**config.mk**
```make
export PLATFORM = sky130hd
export DESIGN_NAME = arbiter
export DESIGN_NICKNAME = d
export VERILOG_FILES = /design/src/rtl/arbiter.sv
export SDC_FILE = /design/constraint.sdc
export NUM_CORES = 1
export LEC_CHECK = 0
export CORE_AREA = 3 3 680 682
export DETAILED_ROUTE_END_ITERATION = 8
export DIE_AREA = 0 0 683 685
export HOLD_SLACK_MARGIN = 0.08
export PLACE_DENSITY_LB_ADDON = 0.15
export SKIP_CTS_REPAIR_TIMING = 1
export SLEW_MARGIN = 25
export SYNTH_ARGS = -nofsm -noshare
export SYNTH_HDL_FRONTEND = slang
export SYNTH_SLANG_ARGS = --single-unit
export TNS_END_PERCENT = 1
```
**constraint.sdc**
```tcl
create_clock -name clk -period 1.87 [get_ports clk]
set_input_delay 0.374 -clock clk [delete_from_list [all_inputs] [get_ports clk]]
set_output_delay 0.374 -clock clk [all_outputs]
set_load 0.01 [all_outputs]
```
**src/rtl/arbiter.sv**
```systemverilog
// Two-master Wishbone arbiter: instruction and data caches share one L2 bus.
// One grant at a time; ties alternate priority; a one-cycle RELEASE separates grants.
module arbiter (
    input  logic         clk,
    input  logic         rst,
    // instruction-cache slave port
    input  logic         icache_cyc_i,
    input  logic         icache_stb_i,
    input  logic         icache_we_i,
    input  logic [26:0]  icache_adr_i,
    input  logic [31:0]  icache_sel_i,
    input  logic [255:0] icache_dat_i,
    output logic         icache_ack_o,
    output logic         icache_rty_o,
    output logic [255:0] icache_dat_o,
    // data-cache slave port
    input  logic         dcache_cyc_i,
    input  logic         dcache_stb_i,
    input  logic         dcache_we_i,
    input  logic [26:0]  dcache_adr_i,
    input  logic [31:0]  dcache_sel_i,
    input  logic [255:0] dcache_dat_i,
    output logic         dcache_ack_o,
    output logic         dcache_rty_o,
    output logic [255:0] dcache_dat_o,
    // shared L2 master port
    output logic         l2_cyc_o,
    output logic         l2_stb_o,
    output logic         l2_we_o,
    output logic [26:0]  l2_adr_o,
    output logic [31:0]  l2_sel_o,
    output logic [255:0] l2_dat_o,
    input  logic         l2_ack_i,
    input  logic         l2_rty_i,
    input  logic [255:0] l2_dat_i
);

    localparam int unsigned AW = 27;
    localparam int unsigned SW = 32;
    localparam int unsigned DW = 256;

    typedef enum logic [1:0] {
        ST_IDLE    = 2'd0,
        ST_GRANT_I = 2'd1,
        ST_GRANT_D = 2'd2,
        ST_RELEASE = 2'd3
    } state_e;

    state_e state_q, state_d;
    logic   last_d_q, last_d_d;   // 1: last grant went to dcache

    logic i_pend, d_pend;
    assign i_pend = icache_cyc_i & icache_stb_i;
    assign d_pend = dcache_cyc_i & dcache_stb_i;

    always_ff @(posedge clk or posedge rst) begin
        if (rst) begin
            state_q  <= ST_IDLE;
            last_d_q <= 1'b0;
        end else begin
            state_q  <= state_d;
            last_d_q <= last_d_d;
        end
    end

    always_comb begin
        state_d      = state_q;
        last_d_d     = last_d_q;
        l2_cyc_o     = 1'b0;
        l2_stb_o     = 1'b0;
        l2_we_o      = 1'b0;
        l2_adr_o     = AW'(0);
        l2_sel_o     = SW'(0);
        l2_dat_o     = DW'(0);
        icache_ack_o = 1'b0;
        icache_rty_o = 1'b0;
        dcache_ack_o = 1'b0;
        dcache_rty_o = 1'b0;
        icache_dat_o = l2_dat_i;
        dcache_dat_o = l2_dat_i;

        case (state_q)
            ST_IDLE: begin
                // dcache wins a tie unless it had the previous grant
                if (d_pend && (!i_pend || !last_d_q)) begin
                    state_d = ST_GRANT_D;
                end else if (i_pend) begin
                    state_d = ST_GRANT_I;
                end
            end
            ST_GRANT_I: begin
                l2_cyc_o     = icache_cyc_i;
                l2_stb_o     = icache_stb_i;
                l2_we_o      = icache_we_i;
                l2_adr_o     = icache_adr_i;
                l2_sel_o     = icache_sel_i;
                l2_dat_o     = icache_dat_i;
                icache_ack_o = l2_ack_i;
                icache_rty_o = l2_rty_i;
                if (!icache_cyc_i || l2_ack_i || l2_rty_i) begin
                    state_d  = ST_RELEASE;
                    last_d_d = 1'b0;
                end
            end
            ST_GRANT_D: begin
                l2_cyc_o     = dcache_cyc_i;
                l2_stb_o     = dcache_stb_i;
                l2_we_o      = dcache_we_i;
                l2_adr_o     = dcache_adr_i;
                l2_sel_o     = dcache_sel_i;
                l2_dat_o     = dcache_dat_i;
                dcache_ack_o = l2_ack_i;
                dcache_rty_o = l2_rty_i;
                if (!dcache_cyc_i || l2_ack_i || l2_rty_i) begin
                    state_d  = ST_RELEASE;
                    last_d_d = 1'b1;
                end
            end
            ST_RELEASE: begin
                state_d = ST_IDLE;
            end
            default: begin
                state_d = ST_IDLE;
            end
        endcase
    end

endmodule

```
-- Word-level counts from Yosys, hierarchy flattened
Index checks and enable logic that the tools add are counted.
W data, S select, Z words.
- equal/unequal tests: 6
- multiplexer cells: 18
- bitwise operators: 2
- reduce and logical (&&, ||, !) cells: 14
- operators by type and width (kind ; count):
    $pmux W256 S2 ; 1
    $pmux W32 S2 ; 1
    $pmux W27 S2 ; 1
    $mux W2 ; 4
    $pmux W1 S2 ; 4
    $pmux W2 S4 ; 1
    $mux W1 ; 6
    $reduce_and A3 Y1 ; 2
    $logic_or A1 B1 Y1 ; 5
    $eq A2 B2 Y1 const B ; 2
    $logic_not A1 Y1 ; 4
    $ne A2 B2 Y1 const B ; 2
    $ne A3 B3 Y1 const B ; 1
    $and A1 B1 Y1 ; 2
    $eq A2 B1 Y1 const B ; 1
    $logic_not A2 Y1 ; 1
    $reduce_bool A2 Y1 ; 1
    $logic_and A1 B1 Y1 ; 1
- register bits after elaboration: 3
- word-level logic and storage cells: 42

-- Logic depth before layout (Yosys ltp)
Gate-level depths: netlist of the first run.
- word-level depth: 6
- mapped depth: 7
- depth with buffers taken out: 5

-- Least setup slack after synthesis of the first run
No wires, ideal clock.
- path type: register to output
- start: register state_q[0]
- end: output port l2_dat_o[126]
- arrival time: 1454 ps
- required time: 1496 ps
- path slack: 42 ps
- cell stages (with the launch flop): 7
- cells stage by stage: dfrtp_1 -> inv_1 -> ha_1 -> inv_1 -> clkbuf_1 -> buf_1 -> nor2_1
- longest elaborated chain between the ends: 2
- elaborated cells on any way between the ends: 3
- classes of those cells: eq/ne: 2; mux: 1
- ends and longest elaborated chain (element ; RTL line ; source):
    start: declaration ; 49 ; state_e state_q, state_d;
    start signal: assignment ; 61 ; state_q <= state_d;
    $eq A2 B2 Y1 / $eq A2 B1 Y1 (equally long branches) ; 82 ; case (state_q)
    $pmux W256 S2 (*) ; 82 ;
    end: declaration ; 32 ; output logic [255:0] l2_dat_o,
Mark *: on every way between the ends. The rest lies on a longest branch, timed or not.

-- Final worst setup path of the first run
- start: register state_q[1]
- end: output port l2_dat_o[183]
Same word-level chain as after synthesis.

==> run_results.csv, run 1 <==
group,metric,value,unit
timing,min_period_over_period,142.4,%
pwr,p_leak,7.955,nW
critical_path,cp-end-kind,"output port",
critical_path,crit_required,1.50,ns
timing,fin_setup_tns,-167.68,ns
clock_tree,clockBufferDepth,2,
clock_tree,insertion_delay,0.22,ns
global_route,grt_start_max_net_pins,50,
clock_tree,clock_sinks,3,
min_path,hp-class,"input pin to asynchronous set/reset pin",
timing,hold_viol_final,0,
pwr,intPower,18.44,mW
critical_path,start_kind,"flip-flop",
detailed_routing,drt_pre_antenna_iters,4,
clock_tree,cts-htree-levels,1,
clock_tree,cts_tree,"built",
layout,design_area,26290,um2
clock_tree,cts.clk_slew.worst_paths,0.03,ns
pwr,clkPwrFrac,0.7,%
placed_design,portBuffers,961,
yosys,ys_seq_area_share,0.9202,%
detailed_routing,postRouteAntennaNets,0,
yosys,synth_area,8158,um2
pwr,p_per_area,1701,nW/um2
timing,timing.fmax,375.6,MHz
global_route,globalRouteOverflowTotal,0,
timing,slew_violations,0,
detailed_routing,wl_per_cell,35.92,um
critical_path,crit-reg2reg-launch,"state_q[0]$_DFFE_PP0P_",
timing,setup_viol,324,
detailed_routing,vias,13240,
floorplanning,start_util,1.787,%
critical_path,r2r_cells,7,
pwr,irDropWorstVdd,0.6286,mV
floorplanning,rows,248,
critical_path,crit_fanout,8,
status,violations,"negative setup slack",
global_route,antenna_found_initial,144,
floorplanning,die_h,685,um
critical_path,cp-startpoint,"state_q[1]$_DFFE_PP0P_",
floorplanning,core_area,456400,um2
flow_run,maxCapViolations,0,
yosys,syn_area_per_cell,6.368,um2
yosys,yosysUniqueCellTypes,20,
detailed_routing,vias_per_cell,1.657,
placed_design,placed_area,24660,um2
yosys,syn_inst,1281,
critical_path,endpoint,"l2_dat_o[183]",
timing,rsz0062_at_grt,"true",
timing,post-route-min-period,2.662,ns
timing,setup_ws,-0.7923,ns
layout,drive_above_1_share,40.09,%
pwr,pwr-share-comb,99.0,%
clock_tree,cts_inserted_buffers,3,
timing,tightestPinTransition,0.4536,ns
floorplanning,fp.dieW,683,um
critical_path,worst_r2r_endpoint,"state_q[1]$_DFFE_PP0P_",
detailed_routing,wl,286800,um
pwr,p_seq_share,0.3,%
critical_path,rrSetupSlack,-0.08,ns
layout,nets,2747,
global_route,track_usage,11.57,%
global_route,grt_pass1_vias,13350,
timing,clock-skew-final,0.002798,ns
floorplanning,fp.dieArea,467900,um2
yosys,synth-seq-cells,3,
placed_design,finalWeightedCongestion,0.8396,
placed_design,dpl.hpwl,273500,um
detailed_routing,drc,0,
clock_tree,cts_root_buffer,"clkbuf_16",
layout,fillers,53840,
pwr,swShare,58.75,%
yosys,ys_warn_count,0,
status,status,"complete, but fails checks",
critical_path,crit_type,"flip-flop to output port",
detailed_routing,drt-initial-drc-count,779,
yosys,synthesis.nets,2181,
critical_path,crit_arrival,2.29,ns
timing,relSlewSlack,69.76,%
pwr,p_switching,26.27,mW
floorplanning,ioPinCount,1730,
layout,synthToLayoutAreaGrowth,222.3,%
global_route,grt_first_pass_wirelength,313700,um
sequential cells by signal (all words and copies together) (netlist names):
register,count
last_d_q,1
state_q,2
worst min path at each step:
stage,startpoint,endpoint,slack (ns),cells past startpoint
2_1_floorplan,rst,last_d_q$_DFFE_PP0P_,0.13,1
3_3_place_gp,last_d_q$_DFFE_PP0P_,last_d_q$_DFFE_PP0P_,0.48,1
3_5_place_dp,last_d_q$_DFFE_PP0P_,last_d_q$_DFFE_PP0P_,0.48,1
4_1_cts,rst,state_q[1]$_DFFE_PP0P_,0.39,2
5_1_grt,rst,state_q[1]$_DFFE_PP0P_,0.40,2
6_report,rst,last_d_q$_DFFE_PP0P_,0.38,2
through the flow:
step	worst slack, ns	hold slack, ns	util [%]	total power [mW]	instances
after floorplan	0.04167	0.1276	-	10.47	1281
after global placement	-1.090	0.4849	5.403	43.34	7951
after detailed placement	-1.060	0.4814	5.403	43.12	7951
after CTS	-1.301	0.3928	5.421	43.60	7955
after global routing	-0.8073	0.4015	5.754	48.36	7974
final	-0.7923	0.3755	5.760	44.72	7985
cell usage in the layout (no fill, tap or decap), drive strengths merged, types with 2 or more instances in the layout:
cell and count:
diode 14, nor2 318, clkbuf 38, o22ai 2, buf 476, dlymetal6s2s 23, dfrtp 3, ha 4
a22oi 319, mux2 2, clkdlybuf4s50 646, and2 4, inv 5
cell usage after synthesis (all sizes together):
library cell	instances	area share, %
and3	1	0.077
buf	570	51
mux2i	1	0.12
o32a	1	0.12
and2	4	0.31
o32ai	1	0.11
nor2	318	15
clkbuf	48	2.2
o22ai	2	0.15
ha	4	0.61
nand3	1	0.061
a22o	1	0.11
inv	5	0.23
dfrtp	3	0.92
a22oi	319	29
mux2	2	0.32
kinds of logic after synthesis:
family,share of synthesized area [%]
buffers and inverters,53.04
AOI/OAI and AO/OA,29.91
and+or+nand+nor,15.08
adders and majority gates,0.6135
muxes,0.4447
DFF,0.9202
power groups by stage:
stage | sequential, mW | clock [mW] | combinational (mW)
after floorplan | 0.113 | 0 | 10.4
after global placement | 0.125 | 0 | 43.2
after detailed placement | 0.122 | 0 | 43.0
after CTS | 0.122 | 0.338 | 43.1
after global routing | 0.127 | 0.348 | 47.9
final | 0.123 | 0.335 | 44.3
metal layers:
layer | GRT usage, % | wire length (um)
met2 | 18.30 | 125700
met5 | 0.5979 | 1134
met1 | 9.465 | 81810
met3 | 13.40 | 71230
met4 | 2.077 | 6909
worst max-delay path: stages (launching register included):
cell	delay (ns)
dfrtp_1	0.40
buf_4	0.15
ha_4	0.18
buf_12	0.15
clkbuf_16	0.22
a22oi_2	0.31
nor2_1	0.08
clkdlybuf4s50_1	0.50
cell type report:
cell class,count,area [um2],area share (%)
Antenna cell,14,35.03,0.1332
Clock buffer,4,78.83,0.2998
Tap cell,6125,7664,29.15
Inverter,5,26.28,0.09993
Sequential cell,3,75.07,0.2855
Multi-Input combinational cell,655,4742,18.04
Timing Repair Buffer,1179,13670,52.00
Power figures use the tool's default switching activity.
==> run 2, diff against run 1 <==
--- a/config.mk
+++ b/config.mk
@@ -8,6 +8,7 @@
 export CORE_AREA = 3 3 680 682
 export DETAILED_ROUTE_END_ITERATION = 8
 export DIE_AREA = 0 0 683 685
+export GPL_ROUTABILITY_DRIVEN = 0
 export HOLD_SLACK_MARGIN = 0.08
 export PLACE_DENSITY_LB_ADDON = 0.15
 export SKIP_CTS_REPAIR_TIMING = 1
==> results of run 2 <==
Same layout as run 1: the final DEF is identical, and so are final timing and power.
==> run 3, diff against run 2 <==
--- a/config.mk
+++ b/config.mk
@@ -12,7 +12,7 @@
 export HOLD_SLACK_MARGIN = 0.08
 export PLACE_DENSITY_LB_ADDON = 0.15
 export SKIP_CTS_REPAIR_TIMING = 1
-export SLEW_MARGIN = 25
+export SLEW_MARGIN = 20
 export SYNTH_ARGS = -nofsm -noshare
 export SYNTH_HDL_FRONTEND = slang
 export SYNTH_SLANG_ARGS = --single-unit
==> results of run 3 <==
Same layout as run 1: the final DEF is identical, and so are final timing and power.
